**src/rtl/pblaze_timer_port.sv**
```systemverilog
// Interval timer and interrupt source on the PacoBlaze I/O port bus.
// Four byte registers are decoded at BASE_ADDR..BASE_ADDR+3.
// A prescaler divides clk, and COUNT counts down on each prescaler tick.
// On expiry the timer raises a level interrupt, which interrupt_ack clears.
// Ports:
//   clk, reset          clock and synchronous active-high reset
//   port_id             CPU port address
//   write_strobe        CPU write qualifier (one clk wide)
//   read_strobe         CPU read qualifier (reads have no side effects)
//   out_port            CPU write data
//   in_port             registered read data, 1 clk after port_id
//   interrupt           registered interrupt request (mirrors PEND)
//   interrupt_ack       CPU interrupt acknowledge (one clk pulse)
module pblaze_timer_port #(
  parameter logic [7:0] BASE_ADDR = 8'h00
) (
  input  logic       clk,
  input  logic       reset,
  input  logic [7:0] port_id,
  input  logic       write_strobe,
  input  logic       read_strobe,
  input  logic [7:0] out_port,
  output logic [7:0] in_port,
  output logic       interrupt,
  input  logic       interrupt_ack
);

  localparam int unsigned DW = 8;
  localparam int unsigned CW = 3;

  localparam logic [1:0] OFF_CTRL   = 2'd0;
  localparam logic [1:0] OFF_PRESC  = 2'd1;
  localparam logic [1:0] OFF_COUNT  = 2'd2;
  localparam logic [1:0] OFF_STATUS = 2'd3;

  // ctrl = {IE, AUTO, EN}
  logic [CW-1:0] ctrl, ctrl_n;
  logic [DW-1:0] prescale, prescale_n;
  logic [DW-1:0] reload, reload_n;
  logic [DW-1:0] count, count_n;
  logic [DW-1:0] pcnt, pcnt_n;
  logic          exp_flag, exp_n;
  logic          pend, pend_n;
  logic [DW-1:0] rdata_c;

  logic       sel;
  logic [1:0] off;
  logic       wr_ctrl, wr_presc, wr_reload, wr_status;
  logic       run, tick, expire, clr_stat;

  // Reads are side-effect free, so the read qualifier is not needed.
  logic unused_rd;
  assign unused_rd = read_strobe;

  // Address decode and per-register write enables.
  assign sel       = (port_id[7:2] == BASE_ADDR[7:2]);
  assign off       = port_id[1:0];
  assign wr_ctrl   = write_strobe && sel && (off == OFF_CTRL);
  assign wr_presc  = write_strobe && sel && (off == OFF_PRESC);
  assign wr_reload = write_strobe && sel && (off == OFF_COUNT);
  assign wr_status = write_strobe && sel && (off == OFF_STATUS);
  assign clr_stat  = wr_status && out_port[0];

  // A CTRL or RELOAD write restarts the prescaler, so no tick occurs that cycle.
  assign run    = ctrl[0] && !wr_ctrl && !wr_reload;
  assign tick   = run && (pcnt == '0);
  assign expire = tick && (count == '0);

  // Next-state logic for all timer registers.
  always_comb begin
    ctrl_n     = ctrl;
    prescale_n = prescale;
    reload_n   = reload;
    count_n    = count;
    pcnt_n     = pcnt;
    exp_n      = exp_flag;
    pend_n     = pend;

    // One-shot stop; a CTRL write below takes precedence.
    if (expire && !ctrl[1]) ctrl_n[0] = 1'b0;
    if (wr_ctrl) ctrl_n = out_port[CW-1:0];

    if (wr_presc) prescale_n = out_port;

    if (wr_ctrl || wr_reload) begin
      pcnt_n = prescale;
    end else if (run) begin
      pcnt_n = (pcnt == '0) ? prescale : pcnt - DW'(1);
    end

    if (wr_reload) begin
      reload_n = out_port;
      count_n  = out_port;
    end else if (tick) begin
      if (count != '0)  count_n = count - DW'(1);
      else if (ctrl[1]) count_n = reload;
      else              count_n = '0;
    end

    // Set on expiry wins over any clear in the same cycle.
    if (clr_stat) exp_n = 1'b0;
    if (expire)   exp_n = 1'b1;

    if (clr_stat || interrupt_ack) pend_n = 1'b0;
    if (expire && ctrl[2])         pend_n = 1'b1;
  end

  // Read mux; COUNT is read back at the RELOAD offset.
  always_comb begin
    rdata_c = '0;
    if (sel) begin
      unique case (off)
        OFF_CTRL:   rdata_c = {(DW-CW)'(0), ctrl};
        OFF_PRESC:  rdata_c = prescale;
        OFF_COUNT:  rdata_c = count;
        OFF_STATUS: rdata_c = {(DW-2)'(0), pend, exp_flag};
        default:    rdata_c = '0;
      endcase
    end
  end

  // State and output registers.
  always_ff @(posedge clk) begin
    if (reset) begin
      ctrl      <= '0;
      prescale  <= '0;
      reload    <= '0;
      count     <= '0;
      pcnt      <= '0;
      exp_flag  <= 1'b0;
      pend      <= 1'b0;
      in_port   <= '0;
      interrupt <= 1'b0;
    end else begin
      ctrl      <= ctrl_n;
      prescale  <= prescale_n;
      reload    <= reload_n;
      count     <= count_n;
      pcnt      <= pcnt_n;
      exp_flag  <= exp_n;
      pend      <= pend_n;
      in_port   <= rdata_c;
      interrupt <= pend_n;
    end
  end

endmodule

```
**config.mk**
```make
export PLATFORM = sky130hd
export DESIGN_NAME = pblaze_timer_port
export DESIGN_NICKNAME = d
export VERILOG_FILES = /design/src/rtl/pblaze_timer_port.sv
export SDC_FILE = /design/constraint.sdc
export NUM_CORES = 1
export LEC_CHECK = 0
export CORE_MARGIN = 4
export CORE_UTILIZATION = 30
export DETAILED_ROUTE_END_ITERATION = 16
export PLACE_DENSITY = 0.54
export SETUP_SLACK_MARGIN = 0.02
export SLEW_MARGIN = 20
export SYNTH_ARGS = -nofsm -noshare
export SYNTH_HDL_FRONTEND = slang
export SYNTH_SLANG_ARGS = --single-unit
```
**constraint.sdc**
```tcl
create_clock -name clk -period 2.4 [get_ports clk]
set_input_delay 0.36 -clock clk [delete_from_list [all_inputs] [get_ports clk]]
set_output_delay 0.36 -clock clk [all_outputs]
set_load 0.02 [all_outputs]
```
=== After elaboration in Yosys (flattened, before gate mapping) ===
Cells that the tools add are included.

* Register bits: 45
* Word-level logic and storage cells: 57

* Mux-type cells: 14
* Add/sub/neg operators: 2
* Reduce and logical (&&, ||, !) cells: 28
* Bitwise gates (word level): 1
* Eq/ne operators: 3

{| class="wikitable"
|+ Operator list
! kind !! number
|-
| 2-to-1 mux 8 bit || 7
|-
| one-hot mux 8 bit (4 select lines) || 1
|-
| zero test 8 bit || 2
|-
| subtractor 8 x 1 -> 8 bit, second input constant || 2
|-
| logical AND 1 bit || 12
|-
| nonzero test 2 bit || 5
|-
| nonzero test 8 bit || 1
|-
| zero test 6 bit || 1
|-
| 2-to-1 mux 1 bit || 6
|-
| equality test 2 bit, second input constant || 2
|-
| zero test 1 bit || 3
|-
| equality test 2 x 1 -> 1 bit, second input constant || 1
|-
| zero test 2 bit || 1
|-
| logical OR 1 bit || 2
|-
| OR reduction 2 bit || 1
|-
| NOT 1 bit || 1
|}

=== Logic depth before layout (Yosys ltp) ===
Gate-level depths: netlist of the first run.

* Word-level depth: 11
* Gate-level depth with buffers: 8

=== Worst setup path before layout of the first run ===
Ideal clock, no wire load.

* Kind: register to register
* Start: register count[2]
* End: register count[1]
* Arrival: 1.734 ns
* Clock period less this slack: 1.865 ns
* Slack: 0.535 ns
* Library setup time: 0.131 ns
* Stages on the path, launching flop included: 8
* Cells stage by stage: dfxtp_1 buf_6 or4_4 nor3b_4 buf_6 nor2_1 a311oi_2 o41ai_2

* Longest elaborated chain between the ends: 4

{| class="wikitable"
|+ RTL lines
! element !! line !! RTL
|-
| from (decl) || 40 || <nowiki>logic [DW-1:0] count, count_n;</nowiki>
|-
| from (signal assigned) || 138 || <nowiki>count <= count_n;</nowiki>
|-
| nonzero test 8 bit || 95 || <nowiki>if (count != '0) count_n = count - DW'(1);</nowiki>
|-
| 2-to-1 mux 8 bit || 95 ||
|-
| 2-to-1 mux 8 bit || 94 || <nowiki>end else if (tick) begin</nowiki>
|-
| 2-to-1 mux 8 bit || 91 || <nowiki>if (wr_reload) begin</nowiki>
|}

No other way between the ends. The select of a mux whose other input is x is not followed.
A chain may end at the register's enable or synchronous reset.

=== Final worst setup path of the first run ===
* Start: input port port_id[2]
* End: register pcnt[1]

* Longest elaborated chain between the ends: 7

{| class="wikitable"
|+ RTL lines
! element !! line !! RTL
|-
| from (decl) || 19 || <nowiki>input logic [7:0] port_id,</nowiki>
|-
| zero test 6 bit (*) || 56 || <nowiki>assign sel = (port_id[7:2] == BASE_ADDR[7:2]);</nowiki>
|-
| logical AND 1 bit (*) || 58, 60 ||
|-
| logical AND 1 bit || 58 || <nowiki>assign wr_ctrl = write_strobe && sel && (off == OFF_CTRL);</nowiki>
|-
| zero test 1 bit || 65 || <nowiki>assign run = ctrl[0] && !wr_ctrl && !wr_reload;</nowiki>
|-
| logical AND 1 bit (2 in series) || 65 ||
|-
| nonzero test 2 bit (no source line) || n/a ||
|-
| to (signal assigned) || 139 || <nowiki>pcnt <= pcnt_n;</nowiki>
|-
| to (decl) || 41 || <nowiki>logic [DW-1:0] pcnt, pcnt_n;</nowiki>
|}

Mark *: on every way between the ends. The rest lies on a longest branch, timed or not.

==> results of run 1 <==
## layer usage
metal  wire [µm]  vias up
li1            -     1068
met1        2962      983
met2        2651       61
met3         358        5
met4          80        0
met5           0        -
## power groups by stage
stage / logic, mW / registers (mW) / clock network [mW]
after floorplan: 0.0330 / 0.765 / 0
after global placement: 0.0851 / 0.765 / 0
after detailed placement: 0.0843 / 0.765 / 0
after CTS: 0.0845 / 0.748 / 0.503
after global routing: 0.0909 / 0.748 / 0.535
final: 0.0842 / 0.748 / 0.489
## critical path, stage by stage
cell and delay [ns]:
clkdlybuf4s50_1 0.40, nor3_1 0.37, nand4b_1 0.32, nand2_1 0.32, nand2b_1 0.17, o31ai_1 0.25
## path summary, 6_finish.rpt
check / slack (ns) / endpoint / cells past startpoint / startpoint
worst min register to register: 0.46 / reload[0] / 2 / reload[0]
worst min-delay path: 0.46 / reload[0] / 2 / reload[0]
worst max register to register: 0.47 / count[1] / 6 / count[2]
worst max-delay path: 0.44 / pcnt[1] / 6 / port_id[2]
## cell type report
class                           instances  share of cell area [%]
Tap cell                               99                   4.422
Inverter                                7                  0.9379
Sequential cell                        45                   32.16
Multi-Input combinational cell        210                   44.98
Timing Repair Buffer                   44                   14.29
Clock buffer                            5                   2.456
Clock inverter                          3                  0.7593
## cell families (layout without fill, tap and decap cells)
kind of cell / Yosys count / after routing / share of synthesized area [%]
muxes: 7 / 7 / 4.302
xor gates and xnor gates: 3 / 3 / 1.159
buffers and inverters: 23 / 59 / 4.743
AOI/OAI and AO/OA: 69 / 69 / 19.64
adders and majority gates: 4 / 4 / 2.206
and+or+nand+nor: 127 / 127 / 28.24
DFF: 45 / 45 / 39.71
## flip-flops by register name, summed over array words and instances (netlist names)
name	flops
in_port	8
exp_flag	1
pcnt	8
prescale	8
count	8
pend	1
ctrl	3
reload	8
## placed cells by master (no fill, tap or decap), types with 2 or more instances in the layout
| master | n |
|---|---|
| buf_4 | 16 |
| o21ai_1 | 5 |
| clkbuf_8 | 5 |
| a211oi_1 | 5 |
| a31oi_1 | 5 |
| mux2i_1 | 3 |
| mux4_2 | 2 |
| xnor2_1 | 3 |
| nor2b_1 | 9 |
| o31ai_1 | 2 |
| nand3_1 | 20 |
| nor3b_1 | 3 |
| nand3b_1 | 4 |
| nand4_1 | 3 |
| dfxtp_1 | 45 |
| ha_1 | 4 |
| inv_1 | 7 |
| nand2_1 | 32 |
| clkdlybuf4s50_1 | 28 |
| and3_1 | 7 |
| o21ai_0 | 7 |
| a21oi_1 | 26 |
| nor2_1 | 29 |
| and2_1 | 3 |
| a22oi_1 | 8 |
| o32ai_1 | 2 |
| nor3_1 | 8 |
| a311o_1 | 2 |
| nand2b_1 | 2 |
## metrics by stage
stage,hold WS [ns],cells
after global routing,0.4912,413
after CTS,0.4576,413
after global placement,0.4396,405
after floorplan,0.4317,278
after detailed placement,0.4443,405
final,0.4563,413
==> results.txt, run 1 <==
The final clock period utilization by the worst path came out at 81.84%. Summing the sequential cell areas from Yosys gives 39.71% of the chip area. The net load switching power is 0.3234 mW. The cell area after placement came out at 2711 µm². The via total after detailed routing came out at 2,117. The number of cells produced by synthesis came out at 278.

The number of I/O port buffers is 28. In the global route stage, met2 resource usage came out at 22.08%. The headroom to the max-slew limit is 71.48%. The part of the power in registers is 56.6%. The total core area is 7292 µm². Post-CTS timing repair inserted 0 buffers for setup. The met1 global-route usage came out at 20.78%. The number of max-slew violations in the final report is 0. The switching share of total power is 24.48%. The pin count of the biggest net entering global routing is 21. The final antenna-violating net count came out at 0. The most used routing layer is met2. In this run the clock root is driven by a clkbuf_8. The internal power contribution is 0.9977 mW. The final number of hold-violating endpoints came to 0.

In the routed design, unresolved DRC markers number 0. In the final layout, flip-flops and latches occupy 900.9 µm². The final-stage net count is 338. The initial antenna violation count came out at 0. The via count of the first global-routing pass was 1,965. In the synthesized netlist the dominant register cell turns out to be dfxtp_1.

The fraction of final layout cells with drive strength greater than 1 came out at 10.19%. After detailed routing, the number of vias per cell comes to 5.126. The total setup violations reported at the end of the flow came out at 0. The data arrival time of the worst path is 2.18 ns.

The chip height came out at 94.96 µm. The required time reported for the critical path endpoint came out at 2.62 ns. The average detailed-routed wire length per instance came out at 14.66 µm. The number of different library cells used by synthesis comes to 45. By count the netlist is led by dfxtp_1 (45), nand2_1 (32), nor2_1 (29). The critical path is of the in2reg type. Setup repair after global routing left no endpoint under its margin. The slack of the critical path is 0.4358 ns. The combinational share of power came out at 6.4%.

Counting the fill cells in the layout gives 792. The worst supply voltage drop on vdd is 0.1692 mV. The worst slack at placement is 0.1570 ns.

Static timing analysis puts the maximum clock frequency at 0.5091 GHz. The total wire length is 6.053 mm. The synthesized area divided by synthesized cell count is 8.160 µm². STA classifies the critical path endpoint as a register. Clock-pin slew was measured on the worst setup and hold paths at 0.09 ns. After routing, the total negative slack on setup checks comes to 0 ns. 0 antenna diodes ended up in the layout.

The count of instances resized after the clock tree is built came out at 0. The largest total area in the synthesized netlist belongs to dfxtp_1. The initial core utilization is 31.11%. The share of flip-flops with an asynchronous set or reset after synthesis came out at 0%. The half-perimeter wire length after detailed placement came out at 4.641 mm. Total power for the finished layout comes to 1.321 mW. The number of synthesis warnings is 0. The number of rows created at floorplan is 31. The number of nets in the synthesized netlist is 303. The number of sinks driven by the clock tree is 45. The count of boundary I/O pins is 30. From synthesis to final layout, the design area changed by 23.50%. The clock tree synthesis step divided the H-tree into 2 levels.

The shortest clock period the worst path allows after layout is 1.964 ns. The power per cell area is 471.6 nW/µm². The transition time at the pin with the least slew margin is 0.4273 ns. The first global-routing pass estimated 10.19 mm of wire.

The number of hold buffers added after cts is 0. The synthesized flop and latch total is 45. The routability congestion estimate came out at 0.8450. Of all nets on the critical path, the largest fanout is 7. In the post-synthesis netlist, the biggest area contributors are dfxtp_1 (40%), a21oi_1 (5.7%), nand2_1 (5.3%), nor2_1 (4.8%), nand3_1 (4.4%). Global routing consumed, over all layers together, 14.45% of the routing resources. The clock latency reported for the late side of the worst-skew pair is 0.30 ns.

The post-synthesis instance area came out at 2268 µm². The horizontal extent of the die came out at 94.96 µm. Measured on the finished design, the core utilization comes to 38.42%.

STA classifies the critical path startpoint as an input port. The pre-antenna-repair detailed-routing pass consisted of 4 iterations. The most numerous cell in the Yosys netlist is dfxtp_1. The path class of the lowest-slack min-delay path is reg2reg. The count of flip-flops with a built-in enable after synthesis came out at 0. After global routing the overflow that remains totals 0.

The area share of the largest cell type after synthesis came out at 39.71%. The flow ran to the end, and the final reports show no timing, DRC or antenna violations. Across the run, the number of max-cap violations was 0.

The total die area came out at 9016 µm². For met3 alone, demand over resource in global routing was 2.390%. The post-layout instance area is 2801 µm². The share of total power in the clock network is 37.0%.

The first routing iteration left 115 violations. TritonCTS built the clock tree. The leakage power is 0.9366 nW. The area used by multi-input combinational logic came out at 1260 µm². In this run the deepest clock path goes through 2 buffers. The CTS buffer count is 5.

Between clock sinks in the finished design, the worst skew comes to 0.005836 ns.
Note: power is estimated with default switching activity, not from simulation.
==> run 2, diff against run 1 <==
- clock period: 2.4 -> 2.03 ns (I/O delays scaled with it)
==> results.txt, run 2 (synthesized netlist as in run 1, its figures left out) <==
The run finished with clean final reports. The via-per-instance ratio is 5.139 (+0.25%). The part of the power in registers is 57.0% (+0.4 points). The library cells used most frequently in the layout, excluding fill and tap cells, are dfxtp_1 (45), nand2_1 (32), buf_4 (32). The area taken by flip-flops and latches came out at 900.9 µm² (unchanged). The number of max-slew violations in the final report was 0 (unchanged). The total wire length came out at 6.326 mm (+4.5%). The area used by multi-input combinational logic came to 1272 µm² (+0.99%).

The number of rows created at floorplan is 31 (unchanged). The critical setup path kind is reg2reg. The net load switching power came out at 0.3706 mW (+15%). The headroom to the max-slew limit was 74.53% (+3.1 points). The final clock period utilization by the worst path came out at 91.65%.

The average detailed-routed wire length per instance is 14.64 µm (about the same). The data arrival time of the worst path came out at 2.07 ns (-0.11 ns). The CTS tree is yes. The via count of the first global-routing pass came to 2,025 (+3.1%). The initial antenna violation count came out at 0 (unchanged). The number of DRC markers after the initial detailed-route iteration came to 107 (-7.0%). The fraction of final layout cells with drive strength greater than 1 came out at 16.22% (+6.0 points). The worst supply voltage drop on vdd was 0.1972 mV (+17%).

The first-pass iteration count of the detailed router came to 4 (unchanged). The total setup violations reported at the end of the flow is 0 (unchanged). The first-pass GRT wire length came out at 10.17 mm (-0.21%).

The half-perimeter wire length after detailed placement is 4.777 mm (+2.9%). The worst clock skew on the final layout is 0.006854 ns (+0.001018 ns). The worst setup path is launched from a register. The total die area came to 9016 µm² (unchanged). The overall power after layout is 1.551 mW (+17%). The maximum fanout along the worst path came out at 8 (+1). The path class of the lowest-slack min-delay path is reg2reg.

The power per cell area is 518.8 nW/µm² (+10%). The final global-route overflow total is 0 (unchanged). The number of max-cap violations is 0 (unchanged). The number of sinks driven by the clock tree is 45 (unchanged).

The routability congestion estimate came to 0.8844 (+4.7%). Setup repair after global routing left no endpoint under its margin. The shortest clock period the worst path allows after layout is 1.861 ns. The leakage power came to 1.055 nW (+13%).

The chip height came to 94.96 µm (unchanged). The total core area is 7292 µm² (unchanged). The final antenna-violating net count came out at 0 (unchanged). The switching share of total power is 23.89% (-0.59 points). The initial core utilization came to 31.11% (unchanged). The CTS buffer count was 5 (unchanged). The clock tree root buffer cell is clkbuf_8.

The total track usage came out at 14.52% (+0.074 points). STA classifies the critical path endpoint as a register. The count of unresolved DRC violations after routing came out at 0 (unchanged). The final number of hold-violating endpoints is 0 (unchanged). The final-stage net count is 357 (+5.6%). The highest achievable clock rate came out at 0.5375 GHz.

The count of antenna diodes in the layout is 0 (unchanged). The combinational share of power came out at 7.1% (+0.7 points). The deepest level of the CTS H-tree came out at 2 (unchanged). The required time reported for the critical path endpoint is 2.24 ns (-0.38 ns).

The largest buffer count on any clock path is 2 (unchanged). The transition time at the pin with the least slew margin is 0.3808 ns (-0.04649 ns). The clock-pin transition on the worst setup and hold timing paths came out at 0.09 ns (about the same). The number of I/O port buffers is 28 (unchanged). The count of boundary I/O pins came out at 30 (unchanged). The area growth from synthesis to layout is 31.83%.

The via total after detailed routing came to 2,220 (+4.9%). The clock latency reported for the late side of the worst-skew pair is 0.30 ns (about the same). The share of total power in the clock network is 35.9% (-1.1 points). The most common cell after layout, fill and taps aside is dfxtp_1. The horizontal extent of the die came to 94.96 µm (unchanged). The count of fill cells added during filler insertion came out at 802 (+1.3%). The internal power contribution is 1.181 mW (+18%). The pin count of the biggest net entering global routing is 26 (+24%). The hold slack is 0.4562 ns (-0.00005500 ns).
[run 2: path summary, 6_finish.rpt]
| path | end | cells past startpoint | from | slack [ns] |
|---|---|---|---|---|
| setup / recovery | count[1] | 6 | count[2] | 0.17 |
| hold / removal | reload[3] | 2 | reload[3] | 0.46 |
| setup reg to reg | count[1] | 6 | count[2] | 0.17 |
| hold reg to reg | reload[3] | 2 | reload[3] | 0.46 |
[run 2: final cells by class]
cell class              instances  share of cell area [%]
clock buffers                   5                   2.301
multi-input cells             210                   42.55
flip-flops and latches         45                   30.13
well taps                      99                   4.142
inverters                       7                  0.8787
repair buffers                 63                   19.41
clock inverters                 3                  0.5858
[run 2: metrics by stage]
stage	std cells	utilization, %	TNS, ns	worst slack, ns	area (µm²)
final	432	41.01	0	0.1695	2990
after global routing	432	41.01	0	0.01622	2990
after CTS	428	40.43	0	0.03474	2948
after detailed placement	420	39.24	-0.07485	-0.04259	2861
after global placement	420	39.24	-0.03540	-0.02671	2861
after floorplan	278	-	0	0.1654	2268
[run 2: worst max-delay path, stage by stage (launching register included)]
cell and delay (ns):
dfxtp_1 0.34, or4_4 0.58, nor3b_4 0.19, buf_4 0.18, buf_4 0.12, a311oi_2 0.10
o41ai_2 0.26
[run 2: timing repair]
action / 4_1_cts / 5_1_grt
endpoints found under the setup margin: 0 / 5
buffers inserted: 0 / 4
resized for setup: 0 / 3
hold buffers: 0 / 0
[run 2: layer usage]
metal | part of all wire [%] | vias to the layer above | wire length (µm) | global-route usage, %
li1 | - | 1103 | - | -
met1 | 49 | 1047 | 3079 | 20.52
met2 | 45 | 61 | 2825 | 22.61
met3 | 5.4 | 9 | 344 | 2.629
met4 | 1.2 | 0 | 76 | 3.966
met5 | 0 | - | 0 | 0
[run 2: power groups by stage]
stage	clock (mW)	combinational, mW	sequential [mW]
after floorplan	0	0.0390	0.904
after global placement	0	0.108	0.905
after detailed placement	0	0.109	0.905
after CTS	0.579	0.109	0.884
after global routing	0.623	0.117	0.884
final	0.557	0.111	0.884
==> run 3, diff against run 2 <==
--- a/config.mk
+++ b/config.mk
@@ -8,5 +8,5 @@
 export CORE_MARGIN = 4
-export CORE_UTILIZATION = 30
+export CORE_UTILIZATION = 36
 export DETAILED_ROUTE_END_ITERATION = 16
-export PLACE_DENSITY = 0.54
+export PLACE_DENSITY = 0.62
 export SETUP_SLACK_MARGIN = 0.02
--- a/constraint.sdc
+++ b/constraint.sdc
@@ -3,2 +3,2 @@
 set_output_delay 0.3045 -clock clk [all_outputs]
-set_load 0.02 [all_outputs]
+set_load 0.1 [all_outputs]
==> results.txt, run 3 (synthesized netlist as in run 1, its figures left out) <==
The count of antenna diodes in the layout is 0 (unchanged). In this design, the largest share of critical-path delay is due to simple AND/OR/NAND/NOR gates. The pin count of the biggest net entering global routing came out at 23 (-12%).

The post-layout instance area came out at 2918 µm² (-2.4%). The area used by multi-input combinational logic is 1265 µm² (-0.59%). The cell area after placement is 2819 µm² (-1.5%).

The clock tree root buffer cell is clkbuf_8. The number of max-slew violations in the final report came out at 0 (unchanged). Walking the worst path, the cells encountered are clkdlybuf4s50_1, nor3_1, and3_1, and2_1, buf_4, nand2_1, a31oi_1.

The initial antenna violation count is 0 (unchanged). The number of I/O port buffers is 28 (unchanged). The shortest clock period the worst path allows after layout is 1.875 ns (+0.01426 ns).

The number of rows created at floorplan is 28 (-9.7%). The area growth from synthesis to layout is 28.63%. On the critical path, the stage with the largest delay is an instance of clkdlybuf4s50_1. The total core area is 6026 µm² (-17%).

The number of DRC markers after the initial detailed-route iteration was 175 (+64%). The critical setup path kind is in2reg. The largest buffer count on any clock path is 2 (unchanged). The final antenna-violating net count is 0 (unchanged). STA classifies the critical path startpoint as an input port. The via-per-instance ratio was 5.364 (+4.4%). The leakage power was 1.058 nW (+0.34%). The final-stage net count came out at 357 (unchanged). The final clock period utilization by the worst path is 92.35% (+0.70 points). Leaving out fill and tap cells, the most frequent cells in the layout are dfxtp_1 (45), buf_4 (42), nand2_1 (32).

The transition time at the pin with the least slew margin is 0.4043 ns (+0.02354 ns). The path depth of the worst reg2reg path is 5 (-1). The flow ran to the end, and the final reports show no timing, DRC or antenna violations.

The final global-route overflow total was 0 (unchanged). The power per cell area was 530.6 nW/µm² (+2.3%). TritonCTS built the clock tree. The peak per-stage delay on the critical path came to 0.40 ns (-0.18 ns). The maximum fanout along the worst path is 4 (-4). The horizontal extent of the die is 87.38 µm (-8.0%). The worst clock skew on the final layout is 0.001769 ns (-0.005085 ns).

The fraction of final layout cells with drive strength greater than 1 came to 18.07% (+1.9 points). The total wire length came to 6.094 mm (-3.7%). The final instance count without filler cells is 407 (-5.8%). The CTS buffer count came out at 5 (unchanged).

Setup repair after global routing left no endpoint under its margin. The cell count after placement is 399 (-5.0%). The total die area came out at 7635 µm² (-15%).

The via total after detailed routing came out at 2,183 (-1.7%). The half-perimeter wire length after detailed placement is 4.772 mm (about the same). The first-pass GRT wire length is 10.37 mm (+2.0%).

The headroom to the max-slew limit is 72.84% (-1.7 points). The area taken by flip-flops and latches came out at 900.9 µm² (unchanged). The count of cell instances traversed by the critical path came out at 7 (+1). The final sum of negative setup slack is 0 ns (unchanged).

The hold slack is 0.4560 ns (-0.0001750 ns). The total track usage came out at 17.39% (+2.9 points). The number of sinks driven by the clock tree came out at 45 (unchanged). The path class of the lowest-slack min-delay path is reg2reg. The routability congestion estimate came out at 0.8146 (-7.9%). The number of cells on the worst hold path is 2 (unchanged). The total setup violations reported at the end of the flow is 0 (unchanged).

The number of max-cap violations came out at 0 (unchanged). STA classifies the critical path endpoint as a register. The worst supply voltage drop on vdd came out at 0.2728 mV (+38%).

The chip height is 87.38 µm (-8.0%). The initial core utilization is 37.65% (+6.5 points). The deepest level of the CTS H-tree is 2 (unchanged). The data arrival time of the worst path came out at 2.11 ns (+0.04 ns). The library cell used most frequently in the layout, excluding fill and tap cells, is dfxtp_1. The highest achievable clock rate is 0.5334 GHz (-0.76%). The count of boundary I/O pins came out at 30 (unchanged). The average detailed-routed wire length per instance was 14.97 µm (+2.2%). The combined buffer and inverter count along the critical path came out at 2 (unchanged). The count of fill cells added during filler insertion came out at 630 (-21%). The fraction of the core area covered by cells at the end of the flow came out at 48.42% (+7.4 points). The number of hold buffers added after cts came to 0 (unchanged).

The clock-pin transition on the worst setup and hold timing paths was 0.08 ns (about the same). The final number of hold-violating endpoints came out at 0 (unchanged). The clock latency reported for the late side of the worst-skew pair came out at 0.30 ns (about the same). The via count of the first global-routing pass came out at 2,101 (+3.8%). The count of unresolved DRC violations after routing came out at 0 (unchanged). The required time reported for the critical path endpoint came to 2.26 ns (+0.02 ns). The first-pass iteration count of the detailed router is 5 (+1).
run 3: cell count changes in the layout (fill, tap and decap cells not counted):
cell	before	now
clkbuf_8	5	6
nand2b_1	1	2
clkdlybuf4s50_1	28	19
nand2b_4	1	0
buf_4	32	42
clkbuf_1	0	1
clkinvlp_4	1	0
buf_12	3	2
clkinv_2	2	0
run 3: final cells by class:
class                   count  area share, %
well taps                  75          3.216
multi-input cells         210          43.35
inverters                   7         0.9005
flip-flops and latches     45          30.87
repair buffers             63          18.70
clock buffers               7          2.959
run 3: worst reg2reg max path, delay by kind of cell, from the launching register on:
| family | cells | cell delay [ns] |
|---|---|---|
| AO/OA/AOI/OAI | 2 | 0.38 |
| buffers and inverters | 1 | 0.19 |
| flip-flops | 1 | 0.32 |
| AND/OR/NAND/NOR | 2 | 0.89 |
run 3: path summary, 6_finish.rpt:
kind / end / start / slack, ns
worst max register to register: count[1] / count[2] / 0.16
worst max-delay path: count[3] / port_id[2] / 0.16
worst min register to register: reload[2] / reload[2] / 0.46
worst min-delay path: reload[2] / reload[2] / 0.46
run 3: through the flow:
step                      power, mW  setup slack, ns
after detailed placement      1.007         -0.08183
final                         1.548           0.1552
after floorplan              0.9435           0.1654
after global routing          1.601          0.04764
after CTS                     1.558           0.1379
after global placement        1.006         -0.08474
run 3: timing repair:
action | 4_1_cts | 5_1_grt
endpoints found under the setup margin | 0 | 2
setup buffers | 0 | 1
resized for setup | 0 | 2
run 3: power breakdown:
part	leakage, nW	total, mW	internal, mW	switching, mW
clock network	0.0443	0.562	0.270	0.291
registers	0.362	0.884	0.883	0.00106
logic	0.652	0.103	0.0554	0.0476
run 3: layer usage:
metal | global-route usage, % | up-vias | routed length, µm
li1 | - | 1105 | -
met1 | 24.60 | 1012 | 2935
met2 | 26.78 | 62 | 2670
met3 | 2.744 | 4 | 433
met4 | 5.858 | 0 | 55
met5 | 0 | - | 0
